===== config.mk =====
export PLATFORM = sky130hd
export DESIGN_NAME = fetch_ctrl_flat
export DESIGN_NICKNAME = d
export VERILOG_FILES = /design/src/rtl/cpu_pkg.sv /design/src/rtl/fetch_ctrl_if.sv /design/src/rtl/fetch_ctrl.sv /design/src/flat_wrapper.sv
export SDC_FILE = /design/constraint.sdc
export NUM_CORES = 1
export LEC_CHECK = 0
export ABC_AREA = 1
export CAP_MARGIN = 20
export CORE_ASPECT_RATIO = 0.75
export CORE_MARGIN = 4
export CORE_UTILIZATION = 38
export CTS_BUF_LIST = sky130_fd_sc_hd__clkbuf_4 sky130_fd_sc_hd__clkbuf_8
export CTS_CLUSTER_SIZE = 25
export DETAILED_ROUTE_END_ITERATION = 10
export GPL_ROUTABILITY_DRIVEN = 0
export PLACE_DENSITY = 0.83
export SYNTH_ARGS = -nofsm -noshare
export SYNTH_HDL_FRONTEND = slang
export SYNTH_SLANG_ARGS = --single-unit
export TNS_END_PERCENT = 10

===== constraint.sdc =====
create_clock -name clk -period 1.4 [get_ports clk]
set_input_delay 0.14 -clock clk [delete_from_list [all_inputs] [get_ports clk]]
set_output_delay 0.14 -clock clk [all_outputs]
set_load 0.02 [all_outputs]

===== src/rtl/cpu_pkg.sv =====
// Shared CPU definitions: instruction-memory geometry, HALT opcode, fetch-state encoding.
// Latency: n/a (types and constants only).
// Backpressure: n/a.
package cpu_pkg;

  localparam int ADDR_W = 5;
  localparam int DATA_W = 32;

  // Value of instr[31:26] that stops the fetch sequencer.
  localparam logic [5:0] OPC_HALT = 6'h3F;

  typedef enum logic [1:0] {
    IDLE = 2'd0,
    RUN  = 2'd1,
    HALT = 2'd2
  } fetch_state_e;

endpackage


===== src/rtl/fetch_ctrl_if.sv =====
// Fetch-to-decode handshake: one instruction word plus its address, valid/ready.
// Latency: n/a (wires only).
// Backpressure: the producer holds if_instr/if_pc while if_valid && !if_ready.
//   master : fetch side   (drives if_valid, if_instr, if_pc; samples if_ready)
//   slave  : decode side  (samples if_valid, if_instr, if_pc; drives if_ready)
interface fetch_ctrl_if #(
  parameter int ADDR_W = cpu_pkg::ADDR_W,
  parameter int DATA_W = cpu_pkg::DATA_W
);

  logic              if_valid;
  logic              if_ready;
  logic [DATA_W-1:0] if_instr;
  logic [ADDR_W-1:0] if_pc;

  modport master (
    output if_valid,
    output if_instr,
    output if_pc,
    input  if_ready
  );

  modport slave (
    input  if_valid,
    input  if_instr,
    input  if_pc,
    output if_ready
  );

endinterface


===== src/rtl/fetch_ctrl.sv =====
// Instruction-fetch sequencer: owns the PC, reads instr_mem combinationally, registers the word for decode.
// Latency: start at edge N -> PC loaded at N, first if_valid after N+1; 1 instr/cycle; 1-cycle bubble per redirect.
// Backpressure: if_valid && !if_ready holds pc, if_instr, if_pc and if_valid.
//   clk, rst                 : clock, synchronous active-high reset
//   start, start_pc          : begin fetching from start_pc (IDLE only)
//   redirect_valid/_pc       : flush the output stage and refetch from redirect_pc (RUN/HALT)
//   imem_addr / imem_instr   : combinational read port of instr_mem
//   dec (fetch_ctrl_if)      : registered instruction toward decode
//   busy / halted            : state == RUN / state == HALT
module fetch_ctrl #(
  parameter int         ADDR_W   = cpu_pkg::ADDR_W,
  parameter int         DATA_W   = cpu_pkg::DATA_W,
  parameter logic [5:0] HALT_OPC = cpu_pkg::OPC_HALT
) (
  input  logic              clk,
  input  logic              rst,
  input  logic              start,
  input  logic [ADDR_W-1:0] start_pc,
  input  logic              redirect_valid,
  input  logic [ADDR_W-1:0] redirect_pc,
  output logic [ADDR_W-1:0] imem_addr,
  input  logic [DATA_W-1:0] imem_instr,
  fetch_ctrl_if.master      dec,
  output logic              busy,
  output logic              halted
);

  import cpu_pkg::*;

  fetch_state_e      state_q, state_d;
  logic [ADDR_W-1:0] pc_q, pc_d;
  logic              vld_q, vld_d;
  logic [DATA_W-1:0] instr_q, instr_d;
  logic [ADDR_W-1:0] ipc_q, ipc_d;

  logic load;
  logic halt_word;

  // The output stage can take a new word when empty or when decode drains it this cycle.
  assign load      = !vld_q || dec.if_ready;
  assign halt_word = (imem_instr[DATA_W-1 -: 6] == HALT_OPC);

  // ---------------------------------------------------------------- state register
  always_ff @(posedge clk) begin
    if (rst) begin
      state_q <= IDLE;
    end else begin
      state_q <= state_d;
    end
  end

  // ---------------------------------------------------------------- next-state logic
  always_comb begin
    state_d = state_q;
    unique case (state_q)
      IDLE: begin
        // redirect_valid has no meaning before the first start.
        if (start) state_d = RUN;
      end
      RUN: begin
        if (redirect_valid)         state_d = RUN;
        else if (load && halt_word) state_d = HALT;
      end
      HALT: begin
        if (redirect_valid) state_d = RUN;
      end
      default: state_d = IDLE;
    endcase
  end

  // ---------------------------------------------------------------- status outputs
  always_comb begin
    busy   = (state_q == RUN);
    halted = (state_q == HALT);
  end

  // ---------------------------------------------------------------- datapath next-state
  always_comb begin
    pc_d    = pc_q;
    vld_d   = vld_q;
    instr_d = instr_q;
    ipc_d   = ipc_q;
    unique case (state_q)
      IDLE: begin
        if (start) pc_d = start_pc;
      end
      RUN, HALT: begin
        if (redirect_valid) begin
          // Flush wins over a same-cycle handshake: the word on if_* is dropped.
          pc_d  = redirect_pc;
          vld_d = 1'b0;
        end else if (state_q == RUN && load) begin
          instr_d = imem_instr;
          ipc_d   = pc_q;
          vld_d   = 1'b1;
          // The HALT word is delivered, but the PC stays parked on it.
          if (!halt_word) pc_d = pc_q + 1'b1;
        end else if (state_q == HALT && vld_q && dec.if_ready) begin
          vld_d = 1'b0;
        end
      end
      default: begin
        vld_d = 1'b0;
      end
    endcase
  end

  // ---------------------------------------------------------------- datapath registers
  always_ff @(posedge clk) begin
    if (rst) begin
      pc_q    <= '0;
      vld_q   <= 1'b0;
      instr_q <= '0;
      ipc_q   <= '0;
    end else begin
      pc_q    <= pc_d;
      vld_q   <= vld_d;
      instr_q <= instr_d;
      ipc_q   <= ipc_d;
    end
  end

  assign imem_addr    = pc_q;
  assign dec.if_valid = vld_q;
  assign dec.if_instr = instr_q;
  assign dec.if_pc    = ipc_q;

endmodule


===== src/flat_wrapper.sv =====
// flat-port wrapper written by rule: the top's interface ports become plain ports
module fetch_ctrl_flat import cpu_pkg::*;
#(
  parameter int         ADDR_W   = cpu_pkg::ADDR_W,
  parameter int         DATA_W   = cpu_pkg::DATA_W,
  parameter logic [5:0] HALT_OPC = cpu_pkg::OPC_HALT
)
  (clk, rst, start, start_pc, redirect_valid, redirect_pc, imem_addr, imem_instr, busy, halted, dec_if_valid, dec_if_instr, dec_if_pc, dec_if_ready);
  fetch_ctrl_if #(.ADDR_W(ADDR_W), .DATA_W(DATA_W)) dec_i ();
  input  logic clk;
  input  logic rst;
  input  logic start;
  input  logic [ADDR_W-1:0] start_pc;
  input  logic redirect_valid;
  input  logic [ADDR_W-1:0] redirect_pc;
  output logic [ADDR_W-1:0] imem_addr;
  input  logic [DATA_W-1:0] imem_instr;
  output logic busy;
  output logic halted;
  output wire logic [$bits(dec_i.if_valid)-1:0] dec_if_valid;
  output wire logic [$bits(dec_i.if_instr)-1:0] dec_if_instr;
  output wire logic [$bits(dec_i.if_pc)-1:0] dec_if_pc;
  input wire logic [$bits(dec_i.if_ready)-1:0] dec_if_ready;
  assign dec_if_valid = dec_i.if_valid;
  assign dec_if_instr = dec_i.if_instr;
  assign dec_if_pc = dec_i.if_pc;
  assign dec_i.if_ready = dec_if_ready;
  fetch_ctrl #(.ADDR_W(ADDR_W), .DATA_W(DATA_W), .HALT_OPC(HALT_OPC)) u_core (.clk(clk), .rst(rst), .start(start), .start_pc(start_pc), .redirect_valid(redirect_valid), .redirect_pc(redirect_pc), .imem_addr(imem_addr), .imem_instr(imem_instr), .dec(dec_i), .busy(busy), .halted(halted));
endmodule

==> results of run 1 <==
report_power, final:
| part | internal [mW] | switching (mW) |
|---|---|---|
| registers | 1.54 | 0.187 |
| clock network | 0.355 | 0.457 |
| logic | 1.22 | 1.37 |
worst paths after layout:
kind,slack (ns),end,cells past startpoint
max,-0.18,u_core.dec.if_instr[21]$_SDFFE_PP0P_,8
min,0.45,u_core.dec.if_instr[2]$_SDFFE_PP0P_,3
max reg2reg,-0.18,u_core.dec.if_instr[21]$_SDFFE_PP0P_,8
min reg2reg,0.47,u_core.dec.if_instr[23]$_SDFFE_PP0P_,2
flip-flops by register name, summed over array words and instances, names as in the netlist:
register	count
u_core.imem_addr	5
u_core.dec.if_valid	1
u_core.dec.if_instr	32
u_core.state_q	2
u_core.dec.if_pc	5
kinds of logic (layout without fill, tap and decap cells):
group | count (synthesis) | count (layout) | share of synthesized area [%]
compound gates | 60 | 60 | 16.4
fa+ha+maj | 5 | 5 | 3.22
buf+inv | 29 | 144 | 7.61
flops | 45 | 45 | 46.4
simple gates | 126 | 126 | 26.4
Yosys cell counts:
| master | number | share of area (%) |
|---|---|---|
| nor2_1 | 82 | 16 |
| dfxtp_1 | 45 | 46 |
| o21ai_0 | 42 | 11 |
| nand2_1 | 32 | 6.2 |
| inv_1 | 15 | 2.9 |
| a21oi_1 | 12 | 3.1 |
| clkbuf_1 | 7 | 1.4 |
| nand3_1 | 7 | 1.8 |
| ha_1 | 5 | 3.2 |
| a21oi_2 | 3 | 1.4 |
| buf_4 | 2 | 0.77 |
| nand4_1 | 2 | 0.64 |
| buf_6 | 1 | 0.58 |
| buf_8 | 1 | 0.77 |
| clkbuf_8 | 1 | 0.71 |
| inv_2 | 1 | 0.19 |
| inv_4 | 1 | 0.32 |
| nand3_4 | 1 | 0.90 |
| nand3b_1 | 1 | 0.39 |
| nor2_4 | 1 | 0.58 |
| o211ai_1 | 1 | 0.39 |
| o21ai_1 | 1 | 0.26 |
| o21ai_2 | 1 | 0.45 |
area by class of cell:
class / count / area, um2 / area share [%]
well taps: 60 / 75.1 / 2.23
repair buffers: 119 / 1260 / 37.5
clock inverters: 3 / 21.3 / 0.633
flip-flops and latches: 45 / 903 / 26.9
multi-input cells: 191 / 960 / 28.6
clock buffers: 5 / 68.8 / 2.05
inverters: 17 / 73.8 / 2.20
worst max-delay path, cell delays in order (launching register included):
cell and delay (ns):
dfxtp_2 0.36, inv_2 0.06, ha_4 0.27, inv_4 0.04
nor2_4 0.14, nand3_4 0.17, clkbuf_16 0.22, o21ai_1 0.15
nor2_1 0.07
cells in the final DEF, fill, tap and decap left out:
cell type        Yosys  layout
nor2_1              82      81
clkdlybuf4s50_1      0      46
dfxtp_1             45      43
o21ai_1              1      33
nand2_1             32      31
dlygate4sd2_1        0      22
dlymetal6s2s_1       0      21
buf_4                2      18
inv_1               15      13
a21oi_1             12      10
o21ai_0             42       8
buf_12               0       6
a21oi_2              3       5
clkbuf_8             1       5
nand3_1              7       4
ha_1                 5       4
nand3_4              1       3
o21ai_2              1       3
inv_2                1       2
nor2_4               1       2
nand4_1              2       2
clkbuf_16            0       2
buf_6                1       2
dfxtp_2              0       2
inv_4                1       1
inv_8                0       1
nand3_2              0       1
nand3b_1             1       1
o211ai_1             1       1
nand2_2              0       1
ha_4                 0       1
inv_6                0       1
clkinvlp_4           0       1
clkinv_2             0       1
clkdlybuf4s15_1      0       1
buf_2                0       1
metal layers:
| metal | up-vias | track usage (%) | wire, um |
|---|---|---|---|
| met2 | 76 | 30.6 | 2860 |
| met4 | 0 | 3.40 | 77 |
| met5 | - | 0 | 0 |
| li1 | 1080 | - | - |
| met1 | 963 | 23.6 | 2780 |
| met3 | 6 | 3.77 | 339 |
timing repair:
item | CTS | global route
setup endpoints to repair | 68 | 67
setup buffers | 1 | 4
pin swaps | 17 | 10
gates resized for setup | 33 | 39
cloned | 0 | 2
==> summary.txt, run 1 <==
Final layout
  • FILL cells: approximately 410
  • Final core utilization: approximately two thirds
  • Non-Filler Instances: 440
  • Fin nets: 431
  • Share of cells above drive strength 1: 15.5%
  • Fin area: 3360 um2
  • Area Growth Syn to Fin: 73.2%
  • Ant diodes: 0

Route
  • DRT iter0 DRCs: 85
  • Wire per inst: approximately 14 um
  • DRC: 0
  • Post-Route WL: between 6000 and 7000 um
  • Vias: about 2100
  • DR pass1 iterations: 4
  • Routed Antenna Nets: 0
  • Vias per inst: 4.83

Min path
  • Min-Delay Startpoint: imem_instr[2]
  • Hold Crit Class: input pin to flop

Yosys
  • Share of the yosys chip area belonging to registers: 46.4%
  • Syn Nets: 317
  • Flops & latches, synth: 45
  • Yosys cell types: 23
  • Mapped Area: a little under 2000 um2
  • Ys Warns: 0
  • Mean cell area of the mapped netlist: 7.32 um2
  • Cell count after synthesis: 265

STA
  • RSZ-0062 raised after global routing: true
  • Actual slew at the worst max-slew pin: about 0.27 ns
  • Hold Fails Final Rpt: 0
  • Clock Skews: about 0.0046 ns
  • Setup ws final: -0.176 ns
  • Setup TNS: -5.01 ns
  • Final setup fails: 44
  • Rel. slew slack: 81.8%
  • Final Cycle Share: 113%
  • Fmax: 635 MHz
  • Fin crit period: ~1.6 ns
  • Tightest hold margin: between 0.4 and 0.5 ns
  • Slew Viols, Final: 0

Clock network
  • Sink Count: 45
  • TritonCTS clock tree: built
  • Clk buf depth: 2
  • H-tree level count: 2
  • Hold-fix buffers, CTS: 0
  • Clk_lat worst skew: 0.29 ns
  • CTS Root Cell: clkbuf_8
  • Clk slew on worst S/H paths: 0.09 ns
  • CTS buffer count: 5

Floorplan
  • # IOs: 92
  • Die area: 6330 um2
  • Die height: 69.9 um
  • Core Rows: 22
  • Core area: 4930 um2
  • Initial Utilization: 39.4%
  • DIE WIDTH: 90.5 um

Critical path
  • RR Startpoint: u_core.state_q[0]$_SDFFE_PP0P_
  • Crit Path Max Fanout: 9
  • CP Class: flop to flop
  • Crit. Startpoint: u_core.state_q[0]$_SDFFE_PP0P_
  • Required time worst endpoint: 1.59 ns
  • Critical Path End Type: flop
  • CP arrival: 1.76 ns
  • CP Launch Type: flop

Power and ir drop
  • LEAKAGE: 1.83 nW
  • VDD IR max: 0.990 mV
  • Pwr per Cell Area: approximately 1500 nW/um2
  • Total power: 5.13 mW

Run
  • Max-cap violation count: 0

Run status
  • Failing checks: negative setup slack
  • Outcome: finished with violations

Global routing
  • Largest net degree at the start of global routing: 44
  • GR Overflow Total: 0
  • Initial antenna violation count: 0
  • First-pass GRT wire length: 9390 um
  • Total GRT Usage: 18.0%
  • Vias in the first global route: 2045

Placement
  • Placement Cell Area: 3080 um2
  • # port buffers: slightly above 90
  • Pre-CTS WS: -0.197 ns
  • Post-DP HPWL: 4310 um
  • Placed cell count: 425
Note: power is estimated with default switching activity, not from simulation.
==> run 2, diff against run 1 <==
- GPL_TIMING_DRIVEN: not set -> 0
- HOLD_SLACK_MARGIN: not set -> 0.02
==> run 2 against run 1 <==
Compared with the run above:
- the flow still finishes with violations (negative setup slack)
- register-to-register slack barely moved
- hold slack got worse by 0.15 ns
- sequential cell count did not move
- sequential share of layout area fell by 0.81 points
- setup slack improved by 0.0055 ns
- wire length rose by 2.9%
- combinational power rose by 4%
- first-iteration DRC count rose by 3.5%
- non-clock buffer count fell by 1
- largest cell class unchanged
==> summary.txt, run 2 (synthesis gave the netlist of run 1 again) <==
Run status
  • Outcome: finished with violations (unchanged)
  • Failing checks: negative setup slack (unchanged)

Placement
  • Pre-CTS WS: -0.196 ns (was -0.197 ns)
  • # port buffers: 90 (was 91)
  • Placement Cell Area: 2980 um2 (was 3080 um2)
  • Post-DP HPWL: 4220 um (was 4310 um)

Final layout
  • Multi-input gate area: 1020 um2 (was 960 um2)
  • Share of cells above drive strength 1: 18.2% (was 15.5%)
  • FILL cells: 376 (was 412)
  • Fin area: 3460 um2 (was 3360 um2)
  • Max reg flops: 32 (unchanged)
  • Commonest non-fill, non-tap cell in the layout: nor2_1 (unchanged)
  • Ant diodes: 0 (unchanged)
  • Fin nets: 431 (unchanged)
  • Register area: 903 um2 (unchanged)
  • Most frequent cells in the layout: 81 x nor2_1, 50 x clkdlybuf4s50_1, 43 x dfxtp_1, 30 x nand2_1, 25 x dlymetal6s2s_1 (was 81 x nor2_1, 46 x clkdlybuf4s50_1, 43 x dfxtp_1, 33 x o21ai_1, 31 x nand2_1)
  • Area Growth Syn to Fin: 78.5% (was 73.2%)

Run
  • Max-cap violation count: 0 (unchanged)

Route
  • Vias: 2167 (was 2125)
  • Routed Antenna Nets: 0 (unchanged)
  • DRC: 0 (unchanged)
  • DRT iter0 DRCs: 88 (was 85)
  • DR pass1 iterations: 4 (unchanged)
  • Post-Route WL: 6240 um (was 6060 um)
  • Wire per inst: 14.2 um (was 13.8 um)
  • Vias per inst: 4.93 (was 4.83)

STA
  • Final setup fails: 43 (was 44)
  • Slew Viols, Final: 0 (unchanged)
  • Clock Skews: 0.00298 ns (was 0.00459 ns)
  • Setup ws final: -0.170 ns (was -0.176 ns)
  • Final Cycle Share: 112% (was 113%)
  • Fin crit period: 1.57 ns (was 1.58 ns)
  • Hold Fails Final Rpt: 0 (unchanged)
  • Fmax: 637 MHz (was 635 MHz)
  • Rel. slew slack: 70.0% (was 81.8%)
  • Actual slew at the worst max-slew pin: 0.450 ns (was 0.272 ns)
  • RSZ-0062 raised after global routing: true (unchanged)

Critical path
  • R2r setup slk: -0.17 ns (was -0.18 ns)
  • Worst setup endpoint: u_core.dec.if_pc[2]$_SDFFE_PP0P_ (was u_core.dec.if_instr[21]$_SDFFE_PP0P_)
  • CP arrival: 1.80 ns (was 1.76 ns)
  • Critical path's largest stage delay: 0.34 ns (was 0.36 ns)
  • Crit Path Max Fanout: 8 (was 9)
  • Critical R2R Capture: u_core.dec.if_pc[2]$_SDFFE_PP0P_ (was u_core.dec.if_instr[21]$_SDFFE_PP0P_)
  • Stages on worst setup path: 9 (was 8)
  • Buf+Inv Stages, Crit Path: 4 (was 3)
  • CP Class: flop to flop (unchanged)
  • CP cell instances: inv_2, ha_4, inv_6, nor2_4, nand3_4, clkinv_8, buf_8, o21ai_2, a21oi_2 (was inv_2, ha_4, inv_4, nor2_4, nand3_4, clkbuf_16, o21ai_1, nor2_1)
  • Critical Path End Type: flop (unchanged)
  • R2R depth: 9 (was 8)
  • Required time worst endpoint: 1.63 ns (was 1.59 ns)
  • Crit. Startpoint: u_core.state_q[1]$_SDFFE_PP0P_ (was u_core.state_q[0]$_SDFFE_PP0P_)
  • RR Startpoint: u_core.state_q[1]$_SDFFE_PP0P_ (was u_core.state_q[0]$_SDFFE_PP0P_)
  • CP Launch Type: flop (unchanged)
  • Slowest-stage cell, CP: dfxtp_2 (unchanged)
  • Top delay family on crit path: buffers and inverters (was simple AND/OR/NAND/NOR gates)

Clock network
  • TritonCTS clock tree: built (unchanged)
  • Clk buf depth: 2 (unchanged)
  • Hold-fix buffers, CTS: 0 (unchanged)
  • CTS buffer count: 5 (unchanged)
  • CTS Root Cell: clkbuf_8 (unchanged)
  • Sink Count: 45 (unchanged)
  • Clk slew on worst S/H paths: 0.08 ns (was 0.09 ns)
  • Clk_lat worst skew: 0.29 ns (about the same)
  • H-tree level count: 2 (unchanged)

Min path
  • Hold Crit Class: input pin to flop (unchanged)

Global routing
  • Total GRT Usage: 18.1% (was 18.0%)
  • First-pass GRT wire length: 9420 um (was 9390 um)
  • Vias in the first global route: 2022 (was 2045)
  • GR Overflow Total: 0 (unchanged)
  • Largest net degree at the start of global routing: 14 (was 44)
  • Initial antenna violation count: 0 (unchanged)

Power and ir drop
  • Pwr per Cell Area: 1570 nW/um2 (was 1530 nW/um2)
  • LEAKAGE: 1.87 nW (was 1.83 nW)
  • VDD IR max: 0.989 mV (was 0.990 mV)

Floorplan
  • Core Rows: 22 (unchanged)
  • Core area: 4930 um2 (unchanged)
  • Die height: 69.9 um (unchanged)
  • Die area: 6330 um2 (unchanged)
  • # IOs: 92 (unchanged)
  • Initial Utilization: 39.4% (unchanged)
  • DIE WIDTH: 90.5 um (unchanged)
run 2: cell count changes in the layout (fill, tap and decap cells not counted), moves of 6 or more:
cell / delta
buf_4: -7
o21ai_2: +8
dlygate4sd2_1: -9
o21ai_1: -9
buf_8: +6
buf_12: -6
run 2: final cells by class:
cell class	instances	area share [%]
multi-input cells	192	29.6
plain buffers	12	3.94
clock buffers	7	2.60
clock inverters	1	0.867
well taps	60	2.17
flip-flops and latches	45	26.1
repair buffers	106	32.4
inverters	17	2.35
run 2: what timing repair did:
action                     CTS  global route
setup buffers                9             1
setup endpoints to repair   57            72
gates cloned                 3             4
pin swaps                   12            12
hold endpoints to repair     0             0
resized for setup           37            46
run 2: where the power goes:
group	total [mW]	switching (mW)	leakage, nW	internal (mW)
sequential	1.72	0.183	0.366	1.54
clock	1.02	0.420	0.0619	0.601
combinational	2.69	1.45	1.44	1.24
run 2: per-stage QoR:
stage          std cells  hold WS [ns]  util, %  total power, mW  TNS, ns
2_1_floorplan        265         0.202        -             3.14   -0.471
3_3_place_gp         415         0.454     60.5             3.95    -5.93
3_5_place_dp         415         0.469     60.5             4.00    -7.50
4_1_cts              435         0.293     65.9             5.23    -4.33
5_1_grt              440         0.351     70.3             5.77    -9.55
6_report             440         0.301     70.3             5.44    -5.49
run 2: per-layer routing:
metal  global-route usage (%)  vias to the layer above  wire (um)
li1                         -                     1090          -
met1                     24.3                      967       2790
met2                     29.6                       98       2920
met3                     4.52                       12        434
met4                     3.74                        0         91
met5                        0                        -          0
run 2: worst min-delay path: cells and delay by family:
family	cells	cell delay (ns)
buffers and inverters	1	0.15
AND/OR/NAND/NOR	1	0.08
AO/OA/AOI/OAI	3	0.18
run 2: how the worst min path moves through the flow:
stage,from,to,slack [ns],cells after the start
2_1_floorplan,rst,u_core.state_q[0]$_SDFFE_PP0P_,0.20,1
3_3_place_gp,u_core.dec.if_instr[27]$_SDFFE_PP0P_,u_core.dec.if_instr[27]$_SDFFE_PP0P_,0.45,2
3_5_place_dp,u_core.dec.if_instr[29]$_SDFFE_PP0P_,u_core.dec.if_instr[29]$_SDFFE_PP0P_,0.47,2
4_1_cts,redirect_valid,u_core.imem_addr[4]$_SDFFE_PP0P_,0.29,5
5_1_grt,redirect_valid,u_core.imem_addr[4]$_SDFFE_PP0P_,0.35,5
6_report,redirect_valid,u_core.imem_addr[4]$_SDFFE_PP0P_,0.30,5
==> run 3, diff against run 2 <==
- CORE_MARGIN: 4 -> not set
==> run 3 against run 2 <==
Compared with the run above:
- the run ends with design-rule violations, negative setup slack left
- critical endpoint is now u_core.dec.if_instr[11]$_SDFFE_PP0P_
- non-clock buffer count up 1
- wire length up 1.0%
- cell count unchanged
- highest routed layer unchanged
- core utilization up 2.5 points
- global-route usage up 2.7 points
- register-to-register slack about the same
==> summary.txt, run 3 (synthesis gave the netlist of run 1 again) <==
Run
  • Max-cap violation count: 0 (unchanged)

Final layout
  • Commonest non-fill, non-tap cell in the layout: nor2_1 (unchanged)
  • Max reg flops: 32 (unchanged)
  • Fin area: 3570 um2 (was 3460 um2)
  • Final core utilization: 72.8% (was 70.3%)
  • FILL cells: 367 (was 376)
  • Share of cells above drive strength 1: 21.3% (was 18.2%)
  • Area Growth Syn to Fin: 83.8% (was 78.5%)
  • Fin nets: 431 (unchanged)
  • Ant diodes: 0 (unchanged)
  • Most frequent cells in the layout: 81 x nor2_1, 45 x clkdlybuf4s50_1, 43 x dfxtp_1, 31 x nand2_1, 31 x dlymetal6s2s_1 (was 81 x nor2_1, 50 x clkdlybuf4s50_1, 43 x dfxtp_1, 30 x nand2_1, 25 x dlymetal6s2s_1)

Run status
  • Outcome: finished with violations (unchanged)
  • Failing checks: design-rule violations, negative setup slack (was negative setup slack)

Placement
  • Placement Cell Area: 2980 um2 (unchanged)
  • Post-DP HPWL: 3900 um (was 4220 um)
  • # port buffers: 90 (unchanged)
  • Pre-CTS WS: -0.187 ns (was -0.196 ns)

Power and ir drop
  • Combinational power share: 52.0% (was 49.5%)
  • Total power: 5.33 mW (was 5.44 mW)
  • Register share of total power: 32.3% (was 31.7%)
  • VDD IR max: 1.42 mV (was 0.989 mV)
  • Int Pwr: 3.21 mW (was 3.38 mW)
  • Pwr per Cell Area: 1500 nW/um2 (was 1570 nW/um2)
  • Clock power share: 15.7% (was 18.8%)
  • Sw Pwr: 2.13 mW (was 2.05 mW)
  • Net Sw Frac: 39.8% (was 37.7%)
  • LEAKAGE: 2.00 nW (was 1.87 nW)

Floorplan
  • Core area: 4900 um2 (was 4930 um2)
  • Core Rows: 22 (unchanged)
  • Die height: 63.9 um (was 69.9 um)
  • Initial Utilization: 39.6% (was 39.4%)
  • Die area: 5400 um2 (was 6330 um2)
  • # IOs: 92 (unchanged)
  • DIE WIDTH: 84.5 um (was 90.5 um)

Critical path
  • CP Class: flop to flop (unchanged)
  • Required time worst endpoint: 1.60 ns (was 1.63 ns)
  • Critical Path End Type: flop (unchanged)
  • Crit Path Max Fanout: 8 (unchanged)
  • CP arrival: 1.77 ns (was 1.80 ns)
  • CP Launch Type: flop (unchanged)

STA
  • Setup TNS: -6.25 ns (was -5.49 ns)
  • Rel. slew slack: 57.6% (was 70.0%)
  • Fmax: 634 MHz (was 637 MHz)
  • RSZ-0062 raised after global routing: true (unchanged)
  • Setup ws final: -0.176 ns (was -0.170 ns)
  • Slew Viols, Final: 0 (unchanged)
  • Hold Fails Final Rpt: 0 (unchanged)
  • Final Cycle Share: 113% (was 112%)
  • Final setup fails: 44 (was 43)
  • Fin crit period: 1.58 ns (was 1.57 ns)
  • Actual slew at the worst max-slew pin: 0.636 ns (was 0.450 ns)
  • Clock Skews: 0.00893 ns (was 0.00298 ns)

Clock network
  • CTS Root Cell: clkbuf_8 (unchanged)
  • Clk buf depth: 2 (unchanged)
  • Clk slew on worst S/H paths: 0.08 ns (about the same)
  • TritonCTS clock tree: built (unchanged)
  • Clk_lat worst skew: 0.30 ns (was 0.29 ns)
  • H-tree level count: 2 (unchanged)
  • Sink Count: 45 (unchanged)
  • CTS buffer count: 5 (unchanged)

Route
  • Vias: 2181 (was 2167)
  • DRC: 7 (was 0)
  • Routed Antenna Nets: 0 (unchanged)
  • DRT iter0 DRCs: 81 (was 88)
  • Post-Route WL: 6300 um (was 6240 um)
  • Wire per inst: 14.3 um (was 14.2 um)
  • Vias per inst: 4.96 (was 4.93)
  • DR pass1 iterations: 7 (was 4)

Global routing
  • Vias in the first global route: 1925 (was 2022)
  • GR Overflow Total: 0 (unchanged)
  • Total GRT Usage: 20.8% (was 18.1%)
  • Largest net degree at the start of global routing: 14 (unchanged)
  • First-pass GRT wire length: 8890 um (was 9420 um)
  • Initial antenna violation count: 0 (unchanged)

Min path
  • Hold Crit Class: input pin to flop (unchanged)
run 3: changes by cell type in the layout (fill, tap and decap cells not counted), moves of 2 or more:
cell | before | now
buf_4 | 11 | 9
o21ai_2 | 11 | 23
o21ai_1 | 24 | 10
buf_6 | 1 | 3
clkdlybuf4s50_1 | 50 | 45
dlymetal6s2s_1 | 25 | 31
clkbuf_8 | 7 | 5
clkbuf_16 | 3 | 5
run 3: critical path, cell delays in order (launching register included):
cell	delay [ns]
dfxtp_2	0.35
inv_2	0.05
ha_4	0.29
inv_6	0.04
nor2_4	0.15
nand3_4	0.09
buf_12	0.17
clkbuf_16	0.16
o21ai_2	0.12
nor2_1	0.05
run 3: per-layer routing:
metal,share of wire [%],vias up,global-route usage (%),routed length [um]
met5,0,-,0,0
met4,1.9,0,5.72,117
met3,6.0,13,4.26,377
met2,48,88,33.9,3050
met1,44,999,28.0,2750
li1,-,1081,-,-
run 3: cell type report:
cell class              count  area [um2]  area share, %
flip-flops and latches     45         903           25.3
multi-input cells         191        1070           29.9
repair buffers            107        1190           33.5
clock buffers               7        83.8           2.35
clock inverters             1        7.51          0.210
well taps                  60        75.1           2.10
plain buffers              12         138           3.86
inverters                  17        97.6           2.74
run 3: through the flow:
step	cells	hold slack, ns
after global routing	440	0.317
final	440	0.313
after floorplan	265	0.202
after detailed placement	415	0.467
after global placement	415	0.455
after CTS	431	0.278
run 3: power groups by stage:
| stage | Clock [mW] | Combinational, mW | Sequential, mW |
|---|---|---|---|
| after floorplan | 0 | 1.13 | 2.00 |
| after global placement | 0 | 2.20 | 1.74 |
| after detailed placement | 0 | 2.25 | 1.75 |
| after CTS | 0.845 | 2.42 | 1.71 |
| after global routing | 0.914 | 2.95 | 1.76 |
| final | 0.839 | 2.77 | 1.72 |
run 3: path summary, 6_finish.rpt:
check	endpoint	from	cells after the start	slack, ns
setup / recovery	u_core.dec.if_instr[11]$_SDFFE_PP0P_	u_core.state_q[0]$_SDFFE_PP0P_	9	-0.18
hold / removal	u_core.imem_addr[4]$_SDFFE_PP0P_	redirect_valid	5	0.31
setup reg to reg	u_core.dec.if_instr[11]$_SDFFE_PP0P_	u_core.state_q[0]$_SDFFE_PP0P_	9	-0.18
hold reg to reg	u_core.dec.if_instr[7]$_SDFFE_PP0P_	u_core.dec.if_instr[7]$_SDFFE_PP0P_	2	0.48
run 3: what timing repair did:
action / in CTS / in global routing
resized for setup: 33 / 71
pin swaps: 3 / 12
setup buffers: 7 / 4
gates cloned: 1 / 5
endpoints found under the setup margin: 56 / 77
hold buffers: 0 / 0
